## src/rtl/fir_stream_engine_pkg.sv

```systemverilog
// Shared types and helpers for the FIR stream engine: mode and FSM state
// encodings plus a constant-evaluable ceil(log2) used for widths.
package fir_stream_engine_pkg;

    typedef enum logic [1:0] {
        MODE_FIR     = 2'b00,
        MODE_BYPASS  = 2'b01,
        MODE_MUTE    = 2'b10,
        MODE_FIR_ALT = 2'b11
    } mode_t;

    typedef enum logic [2:0] {
        ST_IDLE  = 3'd0,
        ST_LOAD  = 3'd1,
        ST_FETCH = 3'd2,
        ST_MAC   = 3'd3,
        ST_WRITE = 3'd4
    } state_t;

    function automatic int clog2(input int value);
        int r;
        r = 0;
        for (int i = 0; i < 31; i++) begin
            if ((1 << i) < value) r = i + 1;
        end
        return r;
    endfunction

    function automatic logic mode_is_fir(input mode_t m);
        return (m == MODE_FIR) || (m == MODE_FIR_ALT);
    endfunction

endpackage

```

## src/rtl/fir_stream_engine_fifo.sv

```systemverilog
// Synchronous first-word-fall-through FIFO; pointers carry one extra wrap bit
// so full/empty are distinguished without a separate counter.
module fir_stream_engine_fifo
    import fir_stream_engine_pkg::*;
#(
    parameter int W     = 16,
    parameter int DEPTH = 8
) (
    input  logic         clk,
    input  logic         rst,
    input  logic         push,
    input  logic [W-1:0] wdata,
    input  logic         pop,
    output logic [W-1:0] rdata,
    output logic         full,
    output logic         empty
);

    localparam int AW = clog2(DEPTH);

    logic [W-1:0] mem [DEPTH];
    logic [AW:0]  wptr;
    logic [AW:0]  rptr;
    logic         do_push;
    logic         do_pop;

    assign full    = (wptr[AW] != rptr[AW]) && (wptr[AW-1:0] == rptr[AW-1:0]);
    assign empty   = (wptr == rptr);
    // A push on a full FIFO is dropped even when a pop happens in the same cycle.
    assign do_push = push && !full;
    assign do_pop  = pop && !empty;
    assign rdata   = empty ? '0 : mem[rptr[AW-1:0]];

    always_ff @(posedge clk or posedge rst) begin
        if (rst) begin
            wptr <= '0;
            rptr <= '0;
        end else begin
            if (do_push) wptr <= wptr + 1'b1;
            if (do_pop)  rptr <= rptr + 1'b1;
        end
    end

    always_ff @(posedge clk) begin
        if (do_push) mem[wptr[AW-1:0]] <= wdata;
    end

endmodule

```

## src/rtl/fir_stream_engine.sv

```systemverilog
// Streaming FIR stage: input FIFO -> sequential one-tap-per-cycle MAC with
// saturation (or bypass/mute) -> output FIFO, with runtime coefficient load.
module fir_stream_engine
    import fir_stream_engine_pkg::*;
#(
    parameter int DATA_W    = 16,
    parameter int COEF_W    = 16,
    parameter int TAPS      = 8,
    parameter int IN_DEPTH  = 8,
    parameter int OUT_DEPTH = 8,
    parameter int SHIFT     = 15
) (
    input  logic              CLK,
    input  logic              reset,
    input  logic [DATA_W-1:0] data_put,
    input  logic              req_put,
    output logic              full_to_bus,
    output logic [DATA_W-1:0] data_to_bus,
    output logic              empty_to_bus,
    input  logic              req_get_frombus,
    input  logic [1:0]        mode,
    input  logic              start_coe,
    input  logic [COEF_W-1:0] coe_data,
    input  logic              coe_valid,
    output logic              busy,
    output logic              sat_flag
);

    localparam int ACC_W  = DATA_W + COEF_W + clog2(TAPS);
    localparam int PROD_W = DATA_W + COEF_W;
    localparam int IDX_W  = (clog2(TAPS) > 0) ? clog2(TAPS) : 1;
    localparam logic [IDX_W-1:0] LAST_IDX = IDX_W'(TAPS - 1);
    localparam logic signed [ACC_W-1:0] SAT_HI =
        {{(ACC_W - DATA_W + 1){1'b0}}, {(DATA_W - 1){1'b1}}};
    localparam logic signed [ACC_W-1:0] SAT_LO =
        {{(ACC_W - DATA_W + 1){1'b1}}, {(DATA_W - 1){1'b0}}};

    function automatic logic sat_over(input logic signed [ACC_W-1:0] v);
        return (v > SAT_HI) || (v < SAT_LO);
    endfunction

    function automatic logic signed [DATA_W-1:0] saturate(input logic signed [ACC_W-1:0] v);
        if (v > SAT_HI)      return SAT_HI[DATA_W-1:0];
        else if (v < SAT_LO) return SAT_LO[DATA_W-1:0];
        else                 return v[DATA_W-1:0];
    endfunction

    state_t                    state;
    logic                      load_pend;
    logic [IDX_W-1:0]          idx;
    logic signed [COEF_W-1:0]  coef  [TAPS];
    logic signed [DATA_W-1:0]  dline [TAPS];
    mode_t                     mode_p0;
    logic signed [DATA_W-1:0]  smp_p0;
    logic signed [ACC_W-1:0]   acc_p1;
    logic signed [ACC_W-1:0]   acc_shr;
    logic signed [PROD_W-1:0]  prod;
    logic signed [DATA_W-1:0]  out_word;
    logic signed [DATA_W-1:0]  in_head;
    logic                      in_empty;
    logic                      in_pop;
    logic                      out_full;
    logic                      out_push;

    fir_stream_engine_fifo #(.W(DATA_W), .DEPTH(IN_DEPTH)) u_in_fifo (
        .clk   (CLK),
        .rst   (reset),
        .push  (req_put),
        .wdata (data_put),
        .pop   (in_pop),
        .rdata (in_head),
        .full  (full_to_bus),
        .empty (in_empty)
    );

    fir_stream_engine_fifo #(.W(DATA_W), .DEPTH(OUT_DEPTH)) u_out_fifo (
        .clk   (CLK),
        .rst   (reset),
        .push  (out_push),
        .wdata (out_word),
        .pop   (req_get_frombus),
        .rdata (data_to_bus),
        .full  (out_full),
        .empty (empty_to_bus)
    );

    assign in_pop   = (state == ST_FETCH);
    assign out_push = (state == ST_WRITE);
    assign busy     = (state != ST_IDLE);
    assign prod     = dline[idx] * coef[idx];

    // Result stage: shift, then saturate or substitute bypass/mute word
    always_comb begin
        acc_shr = acc_p1 >>> SHIFT;
        unique case (mode_p0)
            MODE_BYPASS: out_word = smp_p0;
            MODE_MUTE:   out_word = '0;
            default:     out_word = saturate(acc_shr);
        endcase
    end

    always_ff @(posedge CLK or posedge reset) begin
        if (reset) begin
            state     <= ST_IDLE;
            load_pend <= 1'b0;
            idx       <= '0;
            mode_p0   <= MODE_FIR;
            smp_p0    <= '0;
            acc_p1    <= '0;
            sat_flag  <= 1'b0;
            for (int i = 0; i < TAPS; i++) begin
                coef[i]  <= '0;
                dline[i] <= '0;
            end
        end else begin
            if (start_coe) begin
                load_pend <= 1'b1;
                sat_flag  <= 1'b0;
            end
            unique case (state)
                ST_IDLE: begin
                    if (start_coe || load_pend) begin
                        state     <= ST_LOAD;
                        idx       <= '0;
                        load_pend <= 1'b0;
                    end else if (!in_empty && !out_full) begin
                        state <= ST_FETCH;
                    end
                end
                ST_LOAD: begin
                    if (coe_valid) begin
                        coef[idx] <= coe_data;
                        idx       <= idx + 1'b1;
                        if (idx == LAST_IDX) state <= ST_IDLE;
                    end
                end
                // Fetch stage: pop sample, latch mode, advance delay line for FIR only
                ST_FETCH: begin
                    mode_p0 <= mode_t'(mode);
                    smp_p0  <= in_head;
                    if (mode_is_fir(mode_t'(mode))) begin
                        for (int i = TAPS - 1; i > 0; i--) dline[i] <= dline[i-1];
                        dline[0] <= in_head;
                        acc_p1   <= '0;
                        idx      <= '0;
                        state    <= ST_MAC;
                    end else begin
                        state <= ST_WRITE;
                    end
                end
                // Accumulate stage: one tap per cycle
                ST_MAC: begin
                    acc_p1 <= acc_p1 + {{(ACC_W - PROD_W){prod[PROD_W-1]}}, prod};
                    idx    <= idx + 1'b1;
                    if (idx == LAST_IDX) state <= ST_WRITE;
                end
                ST_WRITE: begin
                    if (mode_is_fir(mode_p0) && sat_over(acc_shr)) sat_flag <= 1'b1;
                    state <= ST_IDLE;
                end
                default: state <= ST_IDLE;
            endcase
        end
    end

endmodule

```

## config.mk

```make
export PLATFORM = sky130hd
export DESIGN_NAME = fir_stream_engine
export DESIGN_NICKNAME = d
export VERILOG_FILES = /design/src/rtl/fir_stream_engine_pkg.sv /design/src/rtl/fir_stream_engine_fifo.sv /design/src/rtl/fir_stream_engine.sv
export SDC_FILE = /design/constraint.sdc
export NUM_CORES = 2
export LEC_CHECK = 0
export ABC_AREA = 1
export BUFFER_PORTS_ARGS = -buffer_cell sky130_fd_sc_hd__buf_2
export CORE_ASPECT_RATIO = 1.75
export CORE_MARGIN = 1
export CORE_UTILIZATION = 55
export DETAILED_ROUTE_END_ITERATION = 12
export PLACE_DENSITY = 0.82
export SLEW_MARGIN = 20
export SYNTH_ARGS = -nofsm -noshare
export SYNTH_HDL_FRONTEND = slang
export SYNTH_HIERARCHICAL = 1
export SYNTH_SLANG_ARGS = --single-unit
```

## constraint.sdc

```tcl
create_clock -name CLK -period 16.5 [get_ports CLK]
set_input_delay 4.95 -clock CLK [delete_from_list [all_inputs] [get_ports CLK]]
set_output_delay 4.95 -clock CLK [all_outputs]
set_load 0.03 [all_outputs]
```

==> impl_metrics.env <==
export IMPL_post_drt_wl_per_cell_um=19.3
export IMPL_ys_seq_area_share_pct=42.8
export IMPL_start_util_pct=55.6
export IMPL_reg2reg_depth=37
export IMPL_vias=29900
export IMPL_r2r_start="idx[0]"
export IMPL_cts_path_max_buffers=3
export IMPL_insertion_delay_ns=0.63
export IMPL_finalNetCount=4717
export IMPL_use_met2_pct=53.2
export IMPL_setup_viol=0
export IMPL_cts_hold_buf=0
export IMPL_cts_buffers=51
export IMPL_worst_ep_arrival_time_ns=11.11
export IMPL_cts_htree_levels=2
export IMPL_required_ns=16.97
export IMPL_end_kind="flop"
export IMPL_finalClockSkew_ns=0.0334
export IMPL_die_area_mm2=0.0691
export IMPL_synthArstFlopShare_pct=56.5
export IMPL_drc=0
export IMPL_outcome="completed"
export IMPL_maxCapViolations=0
export IMPL_cts_sinks=589
export IMPL_crit_end="acc_p1[24]"
export IMPL_grtUsageMet1_pct=32.3
export IMPL_crit_start="idx[0]"
export IMPL_coreArea_mm2=0.0673
export IMPL_drive_gt1_share_pct=5.75
export IMPL_hold_viol=0
export IMPL_synth_seq_cells=589
export IMPL_fmax_mhz=94.0
export IMPL_synth_cells=4306
export IMPL_crit_type="reg -> reg"
export IMPL_r2r_setup_slack_ns=5.86
export IMPL_io_buffers=59
export IMPL_io_pins=60
export IMPL_fin_crit_sh_pct=64.5
export IMPL_post_route_min_period_ns=10.64
export IMPL_slew_headroom_pct=20.9
export IMPL_ant_nets=0
export IMPL_crit_top_cell="nand2_1"
export IMPL_cp_slowest_cell="nand4_1"
export IMPL_drv_slew=0
export IMPL_grt_max_degree=167
export IMPL_cts_tree="done"
export IMPL_grt_pass1_wl_um=158000
export IMPL_cts_setup_buffers=0
export IMPL_cts_resized=0
export IMPL_cp_max_fo=34
export IMPL_synth_edf_count=256
export IMPL_cts_root_buf="clkbuf_16"
export IMPL_crit_path_start_kind="flop"
export IMPL_die_w_um=199
export IMPL_first_iter_violations=2556
export IMPL_vias_per_cell=5.71
export IMPL_synthToLayoutAreaGrowth_pct=7.38
export IMPL_grtUsageTotal_pct=29.8
export IMPL_hpwl_um=71600
export IMPL_synth_nets=4733
export IMPL_fp_dieH_um=347
export IMPL_antenna_found_initial=5
export IMPL_ys_types=51
export IMPL_detail_route_first_pass_iterations=6
export IMPL_slowest_delay_ns=0.85
export IMPL_mostFrequentLayoutCells="1210 x nand2_1, 609 x inv_1, 415 x o21ai_0"
export IMPL_synth_flop_cell="dfrtp_1"
export IMPL_reg2reg_to="acc_p1[24]"
export IMPL_syn_cell_area_mm2=0.0374
export IMPL_first_global_vias=30500
export IMPL_grt_setup_unrepaired="no"
export IMPL_rows=126
export IMPL_routed_wl_um=101000
export IMPL_avgSynthCellArea_um2=8.69
export IMPL_gr_total_overflow=0
export IMPL_worstMarginPinSlew_ns=1.18
export IMPL_final_common_cell="nand2_1"
export IMPL_holdCritPathClass="reg -> reg"
export IMPL_setup_tns_ns=0
export IMPL_cts_clk_slew_worst_paths_ns=0.07
export IMPL_grt_use_met3_pct=4.15
export IMPL_synth_warnings=6
export IMPL_top_usage_layer="met2"
export IMPL_place_gp_congestion=1.03
state kept, by name, indices dropped and copies added (netlist names):
name	flops
coef	128
dline	128
u_in_fifo/mem	128
u_out_fifo/mem	128
acc_p1	35
smp_p0	16
u_in_fifo/rptr	4
u_in_fifo/wptr	4
u_out_fifo/rptr	4
u_out_fifo/wptr	4
idx	3
state	3
mode_p0	2
load_pend	1
sat_flag	1
per-stage QoR:
step	hold WS, ns	setup WS, ns	util, %	std cells	area (µm²)
finish	0.477	5.86	59.7	5233	40200
detailed placement	0.459	6.02	57.0	5133	38400
CTS	0.476	5.99	59.6	5228	40100
global placement	0.453	6.20	57.0	5133	38400
global route	0.498	5.44	59.6	5228	40100
floorplan	0.442	2.78	-	4306	37400
how the worst min path moves through the flow:
stage,startpoint,endpoint,cells past startpoint
after CTS,dline[13],dline[13],2
after global placement,dline[13],dline[13],2
final,dline[13],dline[13],2
after floorplan,dline[10],dline[10],2
after detailed placement,dline[13],dline[13],2
after global routing,coef[23],coef[23],2
logic make-up after synthesis:
family	Yosys count	share of synthesized area, %
AND/OR/NAND/NOR	1791	19.1
AO/OA/AOI/OAI	693	10.3
adder cells (fa/ha/maj)	387	18.2
buffers and inverters	805	8.64
flip-flops	589	42.8
XOR/XNOR	41	0.960
critical path: cells and delay by family (launching register included):
kind                       cells  cell delay, ns
AOI/OAI and AO/OA              4            1.24
xor gates and xnor gates       1            0.20
adders and majority gates      8            3.79
buffers and inverters          9            1.35
DFF                            1            0.43
and+or+nand+nor               15            3.44
synth_stat cells, types with 12 or more instances:
master	number	area, µm²
a21oi_1	141	706
a221oi_1	19	166
a22oi_1	29	218
buf_2	72	360
buf_6	13	146
clkbuf_1	83	312
dfrtp_1	333	8330
edfxtp_1	256	7690
fa_1	263	5270
ha_1	124	1550
inv_1	611	2290
inv_2	14	52.6
nand2_1	1214	4560
nand3_1	128	641
nand4_1	32	200
nor2_1	368	1380
nor3_1	12	60.1
o21ai_0	416	2080
o21ai_1	30	150
xor2_1	32	280
layout make-up:
type / count / area [µm²]
Antenna cell: 5 / 12.5
Clock inverter: 23 / 317
Fill cell: 5570 / 27200
Inverter: 626 / 2360
Tap cell: 896 / 1120
Sequential cell: 589 / 16000
Clock buffer: 72 / 1450
Multi-Input combinational cell: 2912 / 18200
Timing Repair Buffer: 110 / 691
layer usage:
metal | wire length [µm] | share of wire [%]
met2 | 52300 | 52
met5 | 22 | 0.022
met4 | 7320 | 7.3
met1 | 34700 | 34
met3 | 6360 | 6.3
Power is left out: the tool's default activity adds up to more than one toggle a clock period on the data nets, which glitch-free logic cannot reach.
